===== src/rtl/pc_gen.sv =====
// pc_gen -- fetch-stage program-counter generator.
//
// Holds the fetch PC and offers it to instruction memory over a valid/ready
// handshake. Redirects (trap, flush) take effect one cycle after they are
// sampled and bump a small epoch tag so the fetch stage can discard responses
// to requests issued before the redirect. A BOOT cycle follows reset, and a
// debug HALT state suppresses fetch requests while still tracking redirects.
//
// Ports:
//   clk       in   clock, rising edge
//   rst       in   synchronous active-high reset
//   pause     in   back-end stall; holds the PC and drops if_valid
//   flush     in   redirect request to flush_pc
//   flush_pc  in   redirect target (XLEN)
//   trap      in   exception redirect to TRAP_VEC
//   halt      in   debug halt request (level)
//   if_ready  in   instruction memory accepts the current PC
//   pc        out  current fetch PC
//   seq_pc    out  pc + INST_BYTES, modulo 2^XLEN
//   if_valid  out  pc is a valid fetch request
//   pc_epoch  out  epoch tag of the current request
//   misalign  out  one-cycle pulse after a misaligned flush target
//   halted    out  block is in the HALT state

module pc_gen #(
    parameter int              XLEN       = 32,
    parameter logic [XLEN-1:0] RESET_VEC  = 32'h0000_0000,
    parameter logic [XLEN-1:0] TRAP_VEC   = 32'h0000_0100,
    parameter int              INST_BYTES = 4,
    parameter int              EPOCH_W    = 2
) (
    input  logic               clk,
    input  logic               rst,
    input  logic               pause,
    input  logic               flush,
    input  logic [XLEN-1:0]    flush_pc,
    input  logic               trap,
    input  logic               halt,
    input  logic               if_ready,
    output logic [XLEN-1:0]    pc,
    output logic [XLEN-1:0]    seq_pc,
    output logic               if_valid,
    output logic [EPOCH_W-1:0] pc_epoch,
    output logic               misalign,
    output logic               halted
);

    localparam logic [XLEN-1:0]    PC_INC     = XLEN'(INST_BYTES);
    // Mask form of the low-bit check also works when INST_BYTES is 1.
    localparam logic [XLEN-1:0]    ALIGN_MASK = XLEN'(INST_BYTES - 1);
    localparam logic [EPOCH_W-1:0] EPOCH_ONE  = EPOCH_W'(1);

    typedef enum logic [1:0] {
        ST_BOOT = 2'd0,
        ST_RUN  = 2'd1,
        ST_HALT = 2'd2
    } state_t;

    state_t              state_r;
    logic [XLEN-1:0]     pc_r;
    logic [EPOCH_W-1:0]  epoch_r;
    logic                misalign_r;

    logic                redirect_s;
    logic                misaligned_s;
    logic                accept_s;
    logic [XLEN-1:0]     pc_nxt_s;

    assign seq_pc       = pc_r + PC_INC;
    assign if_valid     = (state_r == ST_RUN) && !pause;
    assign halted       = (state_r == ST_HALT);
    assign pc           = pc_r;
    assign pc_epoch     = epoch_r;
    assign misalign     = misalign_r;

    assign redirect_s   = trap | flush;
    assign misaligned_s = |(flush_pc & ALIGN_MASK);
    assign accept_s     = if_valid & if_ready;

    // Next-PC selection in fixed priority: trap, aligned flush, misaligned flush, accept, hold.
    always_comb begin
        pc_nxt_s = pc_r;
        if (trap) begin
            pc_nxt_s = TRAP_VEC;
        end else if (flush && !misaligned_s) begin
            pc_nxt_s = flush_pc;
        end else if (flush) begin
            pc_nxt_s = TRAP_VEC;
        end else if (accept_s) begin
            pc_nxt_s = seq_pc;
        end else begin
            pc_nxt_s = pc_r;
        end
    end

    // PC, epoch, misalign pulse and BOOT/RUN/HALT state register.
    always_ff @(posedge clk) begin
        if (rst) begin
            pc_r       <= RESET_VEC;
            epoch_r    <= '0;
            misalign_r <= 1'b0;
            state_r    <= ST_BOOT;
        end else begin
            pc_r <= pc_nxt_s;
            // Simultaneous trap and flush still count as one redirect.
            if (redirect_s) begin
                epoch_r <= epoch_r + EPOCH_ONE;
            end else begin
                epoch_r <= epoch_r;
            end
            // A trap outranks the flush, so the flush target is not reported.
            misalign_r <= flush & ~trap & misaligned_s;
            case (state_r)
                ST_BOOT: state_r <= ST_RUN;
                ST_RUN: begin
                    if (halt && !redirect_s) begin
                        state_r <= ST_HALT;
                    end else begin
                        state_r <= ST_RUN;
                    end
                end
                ST_HALT: begin
                    if (!halt) begin
                        state_r <= ST_RUN;
                    end else begin
                        state_r <= ST_HALT;
                    end
                end
                default: state_r <= ST_BOOT;
            endcase
        end
    end

endmodule


===== config.mk =====
export PLATFORM = sky130hd
export DESIGN_NAME = pc_gen
export DESIGN_NICKNAME = d
export VERILOG_FILES = /design/src/rtl/pc_gen.sv
export SDC_FILE = /design/constraint.sdc
export NUM_CORES = 1
export LEC_CHECK = 0
export BUFFER_PORTS_ARGS = -buffer_cell sky130_fd_sc_hd__buf_2
export CAP_MARGIN = 20
export CORE_MARGIN = 1
export CORE_UTILIZATION = 43
export CTS_CLUSTER_DIAMETER = 40
export DETAILED_ROUTE_END_ITERATION = 8
export GPL_TIMING_DRIVEN = 0
export PLACE_DENSITY = 0.76
export SLEW_MARGIN = 20
export SYNTH_ARGS = -nofsm -noshare
export SYNTH_HDL_FRONTEND = slang
export SYNTH_SLANG_ARGS = --single-unit
export TNS_END_PERCENT = 50

===== constraint.sdc =====
create_clock -name clk -period 2.5 [get_ports clk]
set_input_delay 0.125 -clock clk [delete_from_list [all_inputs] [get_ports clk]]
set_output_delay 0.125 -clock clk [all_outputs]
set_load 0.01 [all_outputs]

Word level (Yosys, flattened, before mapping)
Index checks and enable logic that the tools add are counted.
- bitwise operators: 5
- reductions and logical operators: 11
- mux-type cells: 7
- add/subtract/negate cells: 2
- equality and inequality tests: 2
- operator list (kind ; number):
    32-bit two-way mux ; 3
    32-bit by 3-bit adder with 32-bit output (second input constant) ; 1
    9-bit two-way mux ; 1
    2-bit case mux with 3 select lines ; 1
    2-bit two-way mux ; 2
    4-bit nonzero test ; 1
    2-bit OR reduction ; 2
    1-bit AND ; 3
    1-bit logical AND ; 3
    1-bit zero test ; 3
    3-bit nonzero test ; 1
    2-bit by 1-bit adder with 2-bit output (second input constant) ; 1
    2-bit by 1-bit equality test with 1-bit output (second input constant) ; 1
    2-bit equality test (second input constant) ; 1
    2-bit zero test ; 1
    1-bit NOT ; 1
    1-bit OR ; 1
- logic and storage cells: 32
- output and inout port bits: 69
- register bits: 37

Depth between registers and ports, before layout
Gate-level depths: netlist of the first run.
- depth in word-level cells: 7
- gate-level depth with buffers: 8

Worst setup path after synthesis of the first run
No wires, ideal clock.
- kind: register to register
- from: register pc_r[14], in the netlist pc[14]
- to: register pc_r[27], in the netlist pc[27]
- slack: -0.069 ns
- cell stages (with the launch flop): 9
- path buffers: 3
- period minus slack after synthesis: 2.569 ns
- arrival: 2.478 ns
- required time: 2.409 ns
- cell sequence: dfxtp_1 clkbuf_2 clkinv_1 or4_4 buf_6 or3_4 buf_6 or4_1 a311oi_1
- word-level cells in the longest chain between the ends: 4
- ends and longest elaborated chain (what ; RTL line ; RTL):
    start: declaration ; 60 ; logic [XLEN-1:0] pc_r;
    start signal: assignment ; 104 ; pc_r <= pc_nxt_s;
    32-bit by 3-bit adder with 32-bit output ; 69 ; assign seq_pc = pc_r + PC_INC;
    32-bit two-way mux ; 89 ; end else if (accept_s) begin
    32-bit two-way mux ; 87 ; end else if (flush) begin
    32-bit two-way mux ; 85 ; end else if (flush && !misaligned_s) begin
No other way between the ends. The select of a mux whose other input is x is not followed.
A chain may end at the register's enable or synchronous reset.

Worst setup path in the final report of the first run
- from: register pc_r[14], in the netlist pc[14]
- to: output seq_pc[23]
- word-level cells in the longest chain between the ends: 1
- ends and longest elaborated chain (what ; RTL line ; RTL):
    32-bit by 3-bit adder with 32-bit output ; 69 ;
    end: declaration ; 41 ; output logic [XLEN-1:0] seq_pc,
No other way between the ends.

==> results of run 1 <==
[registers in the layout, indices dropped and copies added, names as in the netlist]
signal    cells
pc           32
pc_epoch      2
state_r       2
misalign      1
[cell usage in the layout (no fill, tap or decap), drive strengths merged, types with 15 or more instances in the layout]
cell type  instances
a21oi             27
buf              113
clkbuf            22
dfxtp             37
nand2             44
nor2              26
nor3              16
o21ai             15
xnor2             19
xor2              18
[metrics by stage]
stage          std cells  instance area [um2]
5_1_grt              511                 3270
3_5_place_dp         506                 3140
3_3_place_gp         506                 3140
2_1_floorplan        328                 2520
4_1_cts              512                 3260
6_report             511                 3270
[worst reg2reg max path, cell delays in order (launching register included)]
cell and delay, ns:
dfxtp_2 0.33, clkbuf_8 0.14, clkinv_1 0.07, or4_4 0.53, or3_4 0.47, or4_1 0.48, a311oi_1 0.28
[power groups by stage]
stage               clock network [mW]  logic [mW]  registers (mW)
global route                     0.465       0.205           0.623
finish                           0.429       0.187           0.621
detailed placement                   0       0.182           0.634
CTS                              0.439       0.184           0.620
global placement                     0       0.180           0.633
floorplan                            0      0.0912           0.637
[metal layers]
| layer | global-route usage | routed length (um) |
|---|---|---|
| met5 | 0 | 0 |
| met1 | 0.358 | 3440 |
| met3 | 0.0605 | 809 |
| met2 | 0.459 | 3800 |
| met4 | 0.0870 | 173 |
[cell families after synthesis]
kind of cell    after synthesis  share of synthesized area
mux                           6                     0.0251
xor+xnor                     37                      0.130
compound gates               75                      0.190
fa+ha+maj                     1                    0.00502
simple gates                142                      0.291
buf+inv                      30                     0.0613
flops                        37                      0.297
[final timing paths]
| kind | slack, ns | endpoint | cells past startpoint |
|---|---|---|---|
| max | 0.06 | seq_pc[23] | 7 |
| min | 0.03 | pc[29] | 3 |
| max reg2reg | 0.10 | pc[27] | 6 |
| min reg2reg | 0.50 | pc[1] | 1 |
[cell type report]
type / instances / area share
flip-flops and latches: 37 / 0.231
repair buffers: 109 / 0.169
clock buffers: 7 / 0.0264
inverters: 6 / 0.0111
plain buffers: 19 / 0.0318
well taps: 72 / 0.0276
multi-input cells: 261 / 0.503
[timing repair]
action                     CTS  global route
pin swaps                    2             1
setup buffers                3             0
setup endpoints to repair    9            16
gates resized for setup      7             7
==> results.sh, run 1 <==
export IMPL_fin_util=0.590
export IMPL_internal_power_mw=0.898
export IMPL_gr_total_overflow=0
export IMPL_antennaDiodeCount=0
export IMPL_finalHoldViolations=0
export IMPL_critical_path_buf_inv_count=4
export IMPL_rsz0062_at_grt="yes"
export IMPL_h_tree_depth=2
export IMPL_synth_top_cell_area_share=0.297
export IMPL_ys_flop_type="dfxtp_1"
export IMPL_fin_setup_tns_ns=0
export IMPL_core_area_um2=5540
export IMPL_detailed_place_hpwl_mm=5.97
export IMPL_synthesis_nets=368
export IMPL_cts_path_max_buffers=2
export IMPL_yosys_cell_count_top_type="nand2_1"
export IMPL_drive_gt1_frac=0.342
export IMPL_p_sw_frac=0.274
export IMPL_leakagePower_nw=1.47
export IMPL_critPathArrivalTime_ns=2.31
export IMPL_setup_violations=0
export IMPL_drtIter0Drc=206
export IMPL_syn2layout_area_growth_pct=31.1
export IMPL_root_buffer="clkbuf_8"
export IMPL_cpMaxStageDelayCell="or4_4"
export IMPL_finClkSkew_ns=0.00822
export IMPL_maxCapViolations=0
export IMPL_ys_warnings_count=0
export IMPL_drt_first_pass_iters=5
export IMPL_yosysSeqAreaShare=0.297
export IMPL_antenna_found_initial=0
export IMPL_avgViaCountPerCell=5.69
export IMPL_clock_sinks=37
export IMPL_grt_pass1_vias=2704
export IMPL_nets=479
export IMPL_yosys_register_bits=37
export IMPL_seq_power_share=0.502
export IMPL_synth_area_per_cell_um2=7.59
export IMPL_crit_start="pc[14]"
export IMPL_path_class="register to primary output"
export IMPL_ys_top_cells_by_area="dfxtp_1, xnor2_1, nand2_1"
export IMPL_synth_common_cells="nand2_1, dfxtp_1, a21oi_1"
export IMPL_ys_types=52
export IMPL_regArea_um2=753
export IMPL_boundaryPins=108
export IMPL_vias=2910
export IMPL_row_count=27
export IMPL_clkTransAtPathRegs_ns=0.07
export IMPL_pre_cts_ws_ns=-0.180
export IMPL_drv_slew=0
export IMPL_grt_use_total=0.277
export IMPL_worstSetupEndpointType="primary output"
export IMPL_cp_top_family="simple AND/OR/NAND/NOR gates"
export IMPL_tightest_slew_ns=0.799
export IMPL_critPathMaxFanout=7
export IMPL_slew_headroom=0.466
export IMPL_synthesis_area_um2=2490
export IMPL_vdd_drop_max_v=0.000218
export IMPL_synth_edf_count=0
export IMPL_clk_latency_ns=0.29
export IMPL_synth_area_leader_cell="dfxtp_1"
export IMPL_cts_buffers=5
export IMPL_worstHoldStart="flush_pc[29]"
export IMPL_n_fill_cell=553
export IMPL_p_per_area_nw_per_um2=379
export IMPL_worstHoldPathType="input pin to register"
export IMPL_grt_pass1_wl_mm=13.3
export IMPL_setup_slack_ns=0.0620
export IMPL_chipHeight_um=78.1
export IMPL_holdWs_ns=0.0335
export IMPL_ant_nets=0
export IMPL_portBuffers=106
export IMPL_holdBufCountCts=0
export IMPL_status="completed"
export IMPL_place_congestion=0.868
export IMPL_combPwrFrac=0.151
export IMPL_syn_inst=328
export IMPL_required_ns=2.38
export IMPL_fp_dieW_um=78.1
export IMPL_timing_final_crit_share=0.975
export IMPL_max_stage_delay_ns=0.53
export IMPL_die_area_um2=6100
export IMPL_cp_start_kind="register"
export IMPL_pwr_share_clk=0.347
export IMPL_totalWireLength_mm=8.23
export IMPL_drc=0
export IMPL_grt_max_degree=11
export IMPL_switchingPower_mw=0.339
export IMPL_final_min_clock_period_ns=2.44
export IMPL_multi_input_area_um2=1640
export IMPL_timing_fmax_mhz=410
export IMPL_p_total_mw=1.24
export IMPL_wl_per_cell_um=16.1
export IMPL_r2r_start="pc[14]"
export IMPL_start_util=0.450
export IMPL_crit_chain="clkbuf_8, clkinv_1, or4_4, buf_4, nor3_1, xor2_1, buf_2"
export IMPL_async_flop_share=0
export IMPL_cts_tree="done"
Power figures use the tool's default switching activity.
==> run 2: changes to the inputs <==
--- a/config.mk
+++ b/config.mk
@@ -5,7 +5,7 @@
 export SDC_FILE = /design/constraint.sdc
 export NUM_CORES = 1
 export LEC_CHECK = 0
-export BUFFER_PORTS_ARGS = -buffer_cell sky130_fd_sc_hd__buf_2
+export BUFFER_PORTS_ARGS = -buffer_cell sky130_fd_sc_hd__buf_4
 export CAP_MARGIN = 20
 export CORE_MARGIN = 1
 export CORE_UTILIZATION = 43
==> results.sh, run 2 (same netlist as run 1, synthesis figures left out) <==
export IMPL_nets=484
export IMPL_portBuffers=106
export IMPL_setup_violations=0
export IMPL_path_class="register to primary output"
export IMPL_holdWs_ns=0.0207
export IMPL_required_ns=2.38
export IMPL_totalWireLength_mm=8.50
export IMPL_ant_nets=0
export IMPL_holdPathStages=3
export IMPL_cp_start_kind="register"
export IMPL_fin_util=0.646
export IMPL_setup_slack_ns=0.0451
export IMPL_dpl_cell_count=506
export IMPL_critPathMaxFanout=8
export IMPL_slew_headroom=0.450
export IMPL_antenna_found_initial=0
export IMPL_p_sw_frac=0.279
export IMPL_layout_commonest_cell="buf_4"
export IMPL_drc=0
export IMPL_chipHeight_um=78.1
export IMPL_fin_setup_tns_ns=0
export IMPL_final_min_clock_period_ns=2.45
export IMPL_leakagePower_nw=1.52
export IMPL_final_cell_mix="buf_4, nand2_1, a21oi_1"
export IMPL_tightest_slew_ns=0.822
export IMPL_whs_endpoint="pc[29]"
export IMPL_drv_slew=0
export IMPL_p_total_mw=1.28
export IMPL_cpMaxStageDelayCell="or4_4"
export IMPL_core_area_um2=5540
export IMPL_clk_latency_ns=0.30
export IMPL_grt_pass1_wl_mm=13.6
export IMPL_grt_pass1_vias=2789
export IMPL_drtIter0Drc=285
export IMPL_maxCapViolations=0
export IMPL_finClkSkew_ns=0.00537
export IMPL_clkTransAtPathRegs_ns=0.08
export IMPL_cts_path_max_buffers=2
export IMPL_finalHoldViolations=0
export IMPL_gr_total_overflow=0
export IMPL_combPwrFrac=0.169
export IMPL_worstSetupEndpointType="primary output"
export IMPL_die_area_um2=6100
export IMPL_dpl_cell_area_um2=3410
export IMPL_timing_final_crit_share=0.982
export IMPL_detailed_place_hpwl_mm=6.10
export IMPL_grt_use_total=0.284
export IMPL_drt_first_pass_iters=5
export IMPL_stdcell_count=516
export IMPL_critPathArrivalTime_ns=2.33
export IMPL_wl_per_cell_um=16.5
export IMPL_worstReg2RegEnd="pc[27]"
export IMPL_pwr_share_clk=0.347
export IMPL_max_stage_delay_ns=0.54
export IMPL_p_per_area_nw_per_um2=358
export IMPL_grt_max_degree=11
export IMPL_h_tree_depth=2
export IMPL_n_fill_cell=519
export IMPL_row_count=27
export IMPL_drive_gt1_frac=0.356
export IMPL_seq_power_share=0.484
export IMPL_clock_sinks=37
export IMPL_rrSetupSlack_ns=0.06
export IMPL_fp_dieW_um=78.1
export IMPL_syn2layout_area_growth_pct=43.7
export IMPL_avgViaCountPerCell=5.85
export IMPL_crit_chain="bufinv_8, or4_4, or3_4, buf_6, nor2_1, xor2_1, buf_4"
export IMPL_antennaDiodeCount=0
export IMPL_vias=3021
export IMPL_cts_buffers=5
export IMPL_largest_reg_flops=32
export IMPL_worstHoldPathType="input pin to register"
export IMPL_start_util=0.450
export IMPL_r2r_cells=6
export IMPL_r2r_start="pc[19]"
export IMPL_timing_fmax_mhz=407
export IMPL_internal_power_mw=0.923
export IMPL_vdd_drop_max_v=0.000235
export IMPL_holdBufCountCts=0
export IMPL_worstHoldStart="flush_pc[29]"
export IMPL_root_buffer="clkbuf_8"
export IMPL_place_congestion=0.851
export IMPL_switchingPower_mw=0.357
export IMPL_pre_cts_ws_ns=-0.209
export IMPL_boundaryPins=108
export IMPL_cts_tree="done"
export IMPL_finalInstanceArea_um2=3580
export IMPL_status="completed"
[run 2: changes by cell type in the layout (fill, tap and decap cells not counted), moves of 2 or more]
cell and change:
buf_4 +110, buf_2 -106, and4_1 -2, and4_2 +2, dfxtp_1 -2, dfxtp_4 +2
nor2_1 +2, nor2_2 -2
[run 2: worst max-delay path by stage]
stage / start / endpoint / slack, ns / cells after the start
CTS: pc[2] / seq_pc[30] / 0.002 / 7
finish: pc[19] / seq_pc[27] / 0.05 / 7
floorplan: pc[18] / pc[27] / 0.008 / 7
detailed placement: pc[4] / pc[27] / -0.21 / 8
global route: pc[12] / seq_pc[27] / -0.01 / 7
global placement: pc[4] / pc[27] / -0.14 / 8
[run 2: critical path, delay by kind of cell (launching register included)]
kind | cells | cell delay (ns)
buffers and inverters | 3 | 0.47
flip-flops | 1 | 0.36
AND/OR/NAND/NOR | 3 | 1.05
XOR/XNOR | 1 | 0.16
[run 2: layout make-up]
type | instances | area [um2] | area share
Multi-Input combinational cell | 261 | 1640 | 0.459
Buffer | 20 | 116 | 0.0325
Timing Repair Buffer | 113 | 848 | 0.237
Clock buffer | 7 | 86.3 | 0.0241
Inverter | 6 | 36.3 | 0.0101
Sequential cell | 37 | 761 | 0.212
Tap cell | 72 | 90.1 | 0.0252
[run 2: timing repair]
item,in CTS,in global routing
resized for setup,5,16
buffers inserted,4,3
setup endpoints to repair,11,17
pin swaps,5,1
[run 2: layer usage]
metal	share of wire	up-vias	global-route usage	routed length [um]
met3	0.11	16	0.0605	921
met4	0.017	0	0.107	145
met1	0.41	1409	0.365	3510
met2	0.46	184	0.466	3930
li1	-	1412	-	-
met5	0	-	0	0
[run 2: power groups by stage]
stage	registers, mW	logic (mW)	clock network [mW]
2_1_floorplan	0.637	0.0912	0
3_3_place_gp	0.634	0.208	0
3_5_place_dp	0.634	0.212	0
4_1_cts	0.621	0.213	0.438
5_1_grt	0.622	0.235	0.466
6_report	0.619	0.217	0.444
